[src/rtl/seg_scan_ctrl.sv]
// Four-digit multiplexed seven-segment scan controller with guard gaps,
// leading-zero blanking and frame-aligned (tear-free) display updates.
module seg_scan_ctrl #(
  parameter int CLK_DIV   = 100000,
  parameter int GUARD_CYC = 16
) (
  input  logic        clk,
  input  logic        rst_n,
  input  logic        en,
  input  logic [15:0] digits_in,
  input  logic [3:0]  dp_in,
  input  logic        load,
  input  logic        blank_lz,
  output logic [3:0]  dig_sel,
  output logic [3:0]  an,
  output logic        dp_n,
  output logic        upd_pend,
  output logic        frame_done
);

  localparam int PW = (CLK_DIV > 2) ? $clog2(CLK_DIV) : 1;
  localparam logic [PW-1:0] PRE_MAX = PW'(CLK_DIV - 1);
  localparam logic [7:0]    GRD_MAX = 8'(GUARD_CYC - 1);

  typedef enum logic [1:0] {
    S_OFF,
    S_SHOW,
    S_GUARD
  } state_t;

  state_t        r_state;
  logic [PW-1:0] r_pre;
  logic [7:0]    r_gcnt;
  logic [1:0]    r_idx;
  logic [15:0]   r_shadow;
  logic [3:0]    r_dpsh;
  logic [15:0]   r_pend;
  logic [3:0]    r_dppend;
  logic          r_upd;
  logic          r_fd;
  logic [3:0]    r_an;
  logic          r_dpn;
  logic [3:0]    r_dig;

  state_t        w_state_n;
  logic [PW-1:0] w_pre_n;
  logic [7:0]    w_gcnt_n;
  logic [1:0]    w_idx_n;
  logic          w_xfer;
  logic          w_wrap;
  logic [15:0]   w_shadow_n;
  logic [3:0]    w_dpsh_n;
  logic [3:0]    w_digit;
  logic          w_z3;
  logic          w_z2;
  logic          w_z1;
  logic          w_blank;
  logic          w_show;
  logic [3:0]    w_an_oh;

  always_comb begin
    w_state_n = r_state;
    w_pre_n   = r_pre;
    w_gcnt_n  = r_gcnt;
    w_idx_n   = r_idx;
    w_xfer    = 1'b0;
    w_wrap    = 1'b0;
    if (!en) begin
      w_state_n = S_OFF;
      w_pre_n   = '0;
      w_gcnt_n  = '0;
      w_idx_n   = '0;
    end else begin
      unique case (r_state)
        S_OFF: begin
          w_state_n = S_SHOW;
          w_pre_n   = '0;
          w_gcnt_n  = '0;
          w_idx_n   = '0;
          w_xfer    = r_upd;
        end
        S_SHOW: begin
          if (r_pre == PRE_MAX) begin
            w_state_n = S_GUARD;
            w_pre_n   = '0;
            w_gcnt_n  = '0;
          end else begin
            w_pre_n = r_pre + 1'b1;
          end
        end
        S_GUARD: begin
          if (r_gcnt == GRD_MAX) begin
            w_state_n = S_SHOW;
            w_gcnt_n  = '0;
            w_idx_n   = r_idx + 2'd1;
            w_wrap    = (r_idx == 2'd3);
            w_xfer    = (r_idx == 2'd3) && r_upd;
          end else begin
            w_gcnt_n = r_gcnt + 8'd1;
          end
        end
        default: begin
          w_state_n = S_OFF;
          w_pre_n   = '0;
          w_gcnt_n  = '0;
          w_idx_n   = '0;
        end
      endcase
    end
  end

  // outputs are registered from next-state values so they align with state
  assign w_shadow_n = w_xfer ? r_pend : r_shadow;
  assign w_dpsh_n   = w_xfer ? r_dppend : r_dpsh;
  assign w_digit    = w_shadow_n[{w_idx_n, 2'b00} +: 4];
  assign w_z3       = (w_shadow_n[15:12] == 4'h0);
  assign w_z2       = (w_shadow_n[11:8] == 4'h0);
  assign w_z1       = (w_shadow_n[7:4] == 4'h0);

  always_comb begin
    w_blank = 1'b0;
    unique case (w_idx_n)
      2'd3:    w_blank = blank_lz & w_z3;
      2'd2:    w_blank = blank_lz & w_z3 & w_z2;
      2'd1:    w_blank = blank_lz & w_z3 & w_z2 & w_z1;
      default: w_blank = 1'b0;
    endcase
  end

  assign w_show  = (w_state_n == S_SHOW) && !w_blank;
  assign w_an_oh = 4'b0001 << w_idx_n;

  always_ff @(posedge clk) begin
    if (!rst_n) begin
      r_state  <= S_OFF;
      r_pre    <= '0;
      r_gcnt   <= '0;
      r_idx    <= '0;
      r_shadow <= '0;
      r_dpsh   <= '0;
      r_pend   <= '0;
      r_dppend <= '0;
      r_upd    <= 1'b0;
      r_fd     <= 1'b0;
      r_an     <= 4'hF;
      r_dpn    <= 1'b1;
      r_dig    <= 4'h0;
    end else begin
      r_state  <= w_state_n;
      r_pre    <= w_pre_n;
      r_gcnt   <= w_gcnt_n;
      r_idx    <= w_idx_n;
      r_shadow <= w_shadow_n;
      r_dpsh   <= w_dpsh_n;
      if (load) begin
        r_pend   <= digits_in;
        r_dppend <= dp_in;
        r_upd    <= 1'b1;
      end else if (w_xfer) begin
        r_upd <= 1'b0;
      end
      r_fd  <= w_wrap;
      r_dig <= w_digit;
      r_an  <= w_show ? ~w_an_oh : 4'hF;
      r_dpn <= w_show ? ~w_dpsh_n[w_idx_n] : 1'b1;
    end
  end

  assign dig_sel    = r_dig;
  assign an         = r_an;
  assign dp_n       = r_dpn;
  assign upd_pend   = r_upd;
  assign frame_done = r_fd;

endmodule
[config.mk]
export PLATFORM = sky130hd
export DESIGN_NAME = seg_scan_ctrl
export DESIGN_NICKNAME = d
export VERILOG_FILES = /design/src/rtl/seg_scan_ctrl.sv
export SDC_FILE = /design/constraint.sdc
export NUM_CORES = 1
export LEC_CHECK = 0
export ABC_AREA = 1
export CORE_UTILIZATION = 56
export CTS_BUF_LIST = sky130_fd_sc_hd__clkbuf_2
export CTS_CLUSTER_SIZE = 28
export DETAILED_ROUTE_END_ITERATION = 7
export GPL_TIMING_DRIVEN = 0
export PLACE_DENSITY = 0.79
export SLEW_MARGIN = 20
export SYNTH_ARGS = -nofsm -noshare
export SYNTH_HDL_FRONTEND = slang
export SYNTH_SLANG_ARGS = --single-unit
[constraint.sdc]
create_clock -name clk -period 2.2 [get_ports clk]
set_clock_uncertainty 0.1 [all_clocks]
set_input_delay 0.44 -clock clk [delete_from_list [all_inputs] [get_ports clk]]
set_output_delay 0.44 -clock clk [all_outputs]
set_load 0.005 [all_outputs]
==> key figures <==
Synthesis
  • Area leader, netlist: dfxtp_1
  • Post-synth EDFFs: 0
  • Number of synthesized register bits: 80
  • Compound-Gate Fraction of Synth Area: 0.1107
  • YS warnings: 0
  • Top_reg_cell synth: dfxtp_1
  • Asr flop ratio synth: 0
  • Synth Area in Adders: 0.02508
  • Syn Area/Cell: just over 7 um2
  • Mapped Area: ~0.0035 mm2
  • Synth Area in XOR/XNOR: 0.01756
  • Syn nets: 516
  • Cells after Synth: just under 500
  • Post-synthesis sequential area ratio: 0.4586
  • Mux share of post-synthesis cell area: 0
  • Most common cell in the synthesized netlist: nor2_1
  • Post-synthesis cell type count: 35
  • Simple-gate area share of the yosys netlist: 0.3114
  • Main combinational cell family by area after synthesis: simple AND/OR/NAND/NOR gates
  • Share of the synthesized area in the top cell type: 0.4586
  • Synth top area cells: dfxtp_1 (46%), nor2_1 (11%), nand2_1 (9.1%), inv_1 (5.4%), o21ai_0 (4.9%)
  • Synth top cells by count: nor2_1 (102), nand2_1 (85), dfxtp_1 (80)

STA
  • Final hold slack: 0.3387 ns
  • Final setup vio count: 0
  • Crit path time final: ~2.1 ns
  • Maximum clock rate: 480.3 MHz
  • Fin Setup TNS: 0 ns
  • Part of the cycle the worst path needs: 0.9464
  • Rel. slew slack: 0.6589
  • Final hold vios: 0
  • Slew Limit Fails: 0
  • Worst slew pin tran: between 0.5 and 0.6 ns

Placement
  • Post-DP HPWL: approximately 5500 um
  • Placed cell count: between 500 and 600
  • Placed inst area: between 0.003 and 0.004 mm2
  • IO Port Bufs: 35
  • GPL Wtd Cong: ~0.89

CTS
  • Num CTS Buffers: 9
  • CTS tree: built
  • CTS Root Buffer Type: clkbuf_2
  • Clock buffer depth: 2
  • Clock sinks: 80
  • CTS Hold Bufs: 0
  • Max H-tree Level: 3
  • Clk_lat worst skew: approximately 0.54 ns
  • Clk pin slew, worst setup/hold paths: 0.23 ns

Cells and area
  • # fillers: approximately 530
  • Multi-input gate area: about 0.0017 mm2
  • Total Nets Final: between 500 and 600
  • Area Growth Syn to Fin: 20.82%
  • Cell Count, Final, Fillers Out: between 600 and 700
  • Register area: around 0.0016 mm2
  • Fin area: roughly 0.0042 mm2
  • Ant. Diodes: 0
  • Layout cells sized above 1: 0.1199

Die
  • I/O pin count: 36
  • Site Rows: 28
  • Initial Util: 0.5863
  • Die Width: 80.97 um
  • Die Ht: between 80 and 90 um
  • Core Area: around 0.006 mm2
  • Full die area: ~0.0066 mm2

GRT
  • Initial antenna violation count: 0
  • GRT Total Usage: 0.2504
  • Total gr overflow: 0
  • Largest net degree at the start of global routing: 15
  • Wire length of the first global-routing pass: 12450 um
  • Vias in the first global route: 2881

Drt
  • Final WL: about 7700 um
  • Vias per Instance: just over 5
  • DRC: 0
  • First-pass DRT Iterations: 4
  • DR vias: around 3200
  • First DRT Iteration DRCs: 121
  • Post-route ant nets: 0
  • DR WL/cell: about 12 um

Setup path
  • Top cell by count, worst path: nand2_2
  • Reg2reg start: r_gcnt[1]
  • Slowest CP cell: dfxtp_2
  • Max incr delay on CP: between 0.4 and 0.5 ns
  • WP data required: roughly 2.6 ns
  • Worst EP arrival: between 2 and 2.5 ns
  • CP max FO: 10
  • Critical-path cell list: ha_4, nand2_2, nor2_4, nand4_4, nand2_2, nand2_2, buf_6, o21ai_1, nand2_1, nor2_2, nand3_2, nand3_1
  • Kind of critical path: reg2reg
  • Worst Setup SP: r_gcnt[1]
  • CP startpoint kind: register
  • Crit. End Element: register

Status
  • Status: complete, no violations

Power
  • Int Pwr: 0.001992 W
  • Sw Pwr: ~0.0007 W
  • Fraction of power spent switching nets: 0.2565
  • Seq pwr share: 0.569
  • Combinational share of power: 0.094
  • Pwr Density: ~640 mW/mm2
  • Clk pwr share: 0.337
  • Max VDD drop: around 0.51 mV
  • Leak pwr: 1.769 nW

Hold path
  • Hold/Removal Path Class: in2reg
  • Worst Hold Launch: digits_in[5]

Run
  • Max_cap viols: 0
registers in the layout, summed over array words and instances (netlist names):
| name | cells |
|---|---|
| an | 4 |
| r_shadow | 16 |
| r_pre | 17 |
| dig_sel | 4 |
| upd_pend | 1 |
| r_state | 2 |
| r_pend | 16 |
| r_dpsh | 4 |
| r_idx | 2 |
| dp_n | 1 |
| r_dppend | 4 |
| r_gcnt | 8 |
| frame_done | 1 |
power groups by stage:
stage	combinational, W	clock (W)	sequential (W)
detailed placement	0.000238	0	0.00155
CTS	0.000247	0.000918	0.00152
global placement	0.000233	0	0.00155
finish	0.000252	0.000903	0.00152
global route	0.000283	0.000983	0.00153
floorplan	0.000141	0	0.00155
critical path, delay by kind of cell (launching register included):
| kind | cells | cell delay (ns) |
|---|---|---|
| AO/OA/AOI/OAI | 1 | 0.21 |
| buffers and inverters | 1 | 0.16 |
| AND/OR/NAND/NOR | 9 | 0.98 |
| adder cells (fa/ha/maj) | 1 | 0.16 |
| flip-flops | 1 | 0.41 |
what timing repair did:
action                                 4_1_cts  5_1_grt
resized for setup                           14       17
gates cloned                                 0        0
pin swaps                                    1        5
setup endpoints to repair                   14       22
endpoints found under the hold margin        0        0
buffers inserted                             2        5
routing by layer:
layer	track usage	part of all wire
met1	0.2979	0.46
met2	0.4151	0.48
met3	0.05169	0.037
met4	0.1482	0.029
met5	0	0
placed cells by master (no fill, tap or decap), types with 5 or more instances in the layout:
master | synthesis | layout
nor2_2 | 2 | 8
a21oi_1 | 22 | 22
ha_1 | 7 | 6
nand2_1 | 85 | 85
o21ai_0 | 34 | 30
buf_4 | 0 | 9
nor2_1 | 102 | 96
nor3b_1 | 5 | 5
clkbuf_1 | 10 | 8
nand2_2 | 6 | 6
xor2_1 | 6 | 6
nand4_1 | 8 | 8
nand3_1 | 22 | 21
clkbuf_2 | 0 | 11
clkdlybuf4s50_1 | 0 | 35
inv_1 | 50 | 50
dfxtp_2 | 0 | 5
nor3_1 | 15 | 14
dfxtp_1 | 80 | 75
o21ai_1 | 4 | 7
path summary, 6_finish.rpt:
check	end	slack, ns	depth (start not counted)
max	an[1]	0.12	12
min reg2reg	r_shadow[11]	0.40	2
max reg2reg	an[1]	0.12	12
min	r_pend[5]	0.34	3
metrics by stage:
stage / util / worst slack, ns / total power (W)
global placement: 0.6609 / -0.6206 / 0.001784
detailed placement: 0.6609 / -0.6398 / 0.001790
CTS: 0.6912 / 0.03399 / 0.002689
floorplan: - / 0.2871 / 0.001687
finish: 0.7084 / 0.1179 / 0.002679
global route: 0.7084 / -0.02142 / 0.002796
final cells by class:
cell class	count	area share
Timing Repair Buffer	42	0.09549
Buffer	15	0.01868
Clock buffer	9	0.01068
Multi-Input combinational cell	336	0.4015
Clock inverter	7	0.02254
Inverter	53	0.04775
Sequential cell	80	0.3811
Tap cell	75	0.02224
kinds of logic after synthesis:
group                    after synthesis
buffers and inverters                 68
XOR/XNOR                               7
AND/OR/NAND/NOR                      252
flip-flops                            80
AO/OA/AOI/OAI                         70
adder cells (fa/ha/maj)                7
No activity file was read; power rests on OpenSTA's default activity.
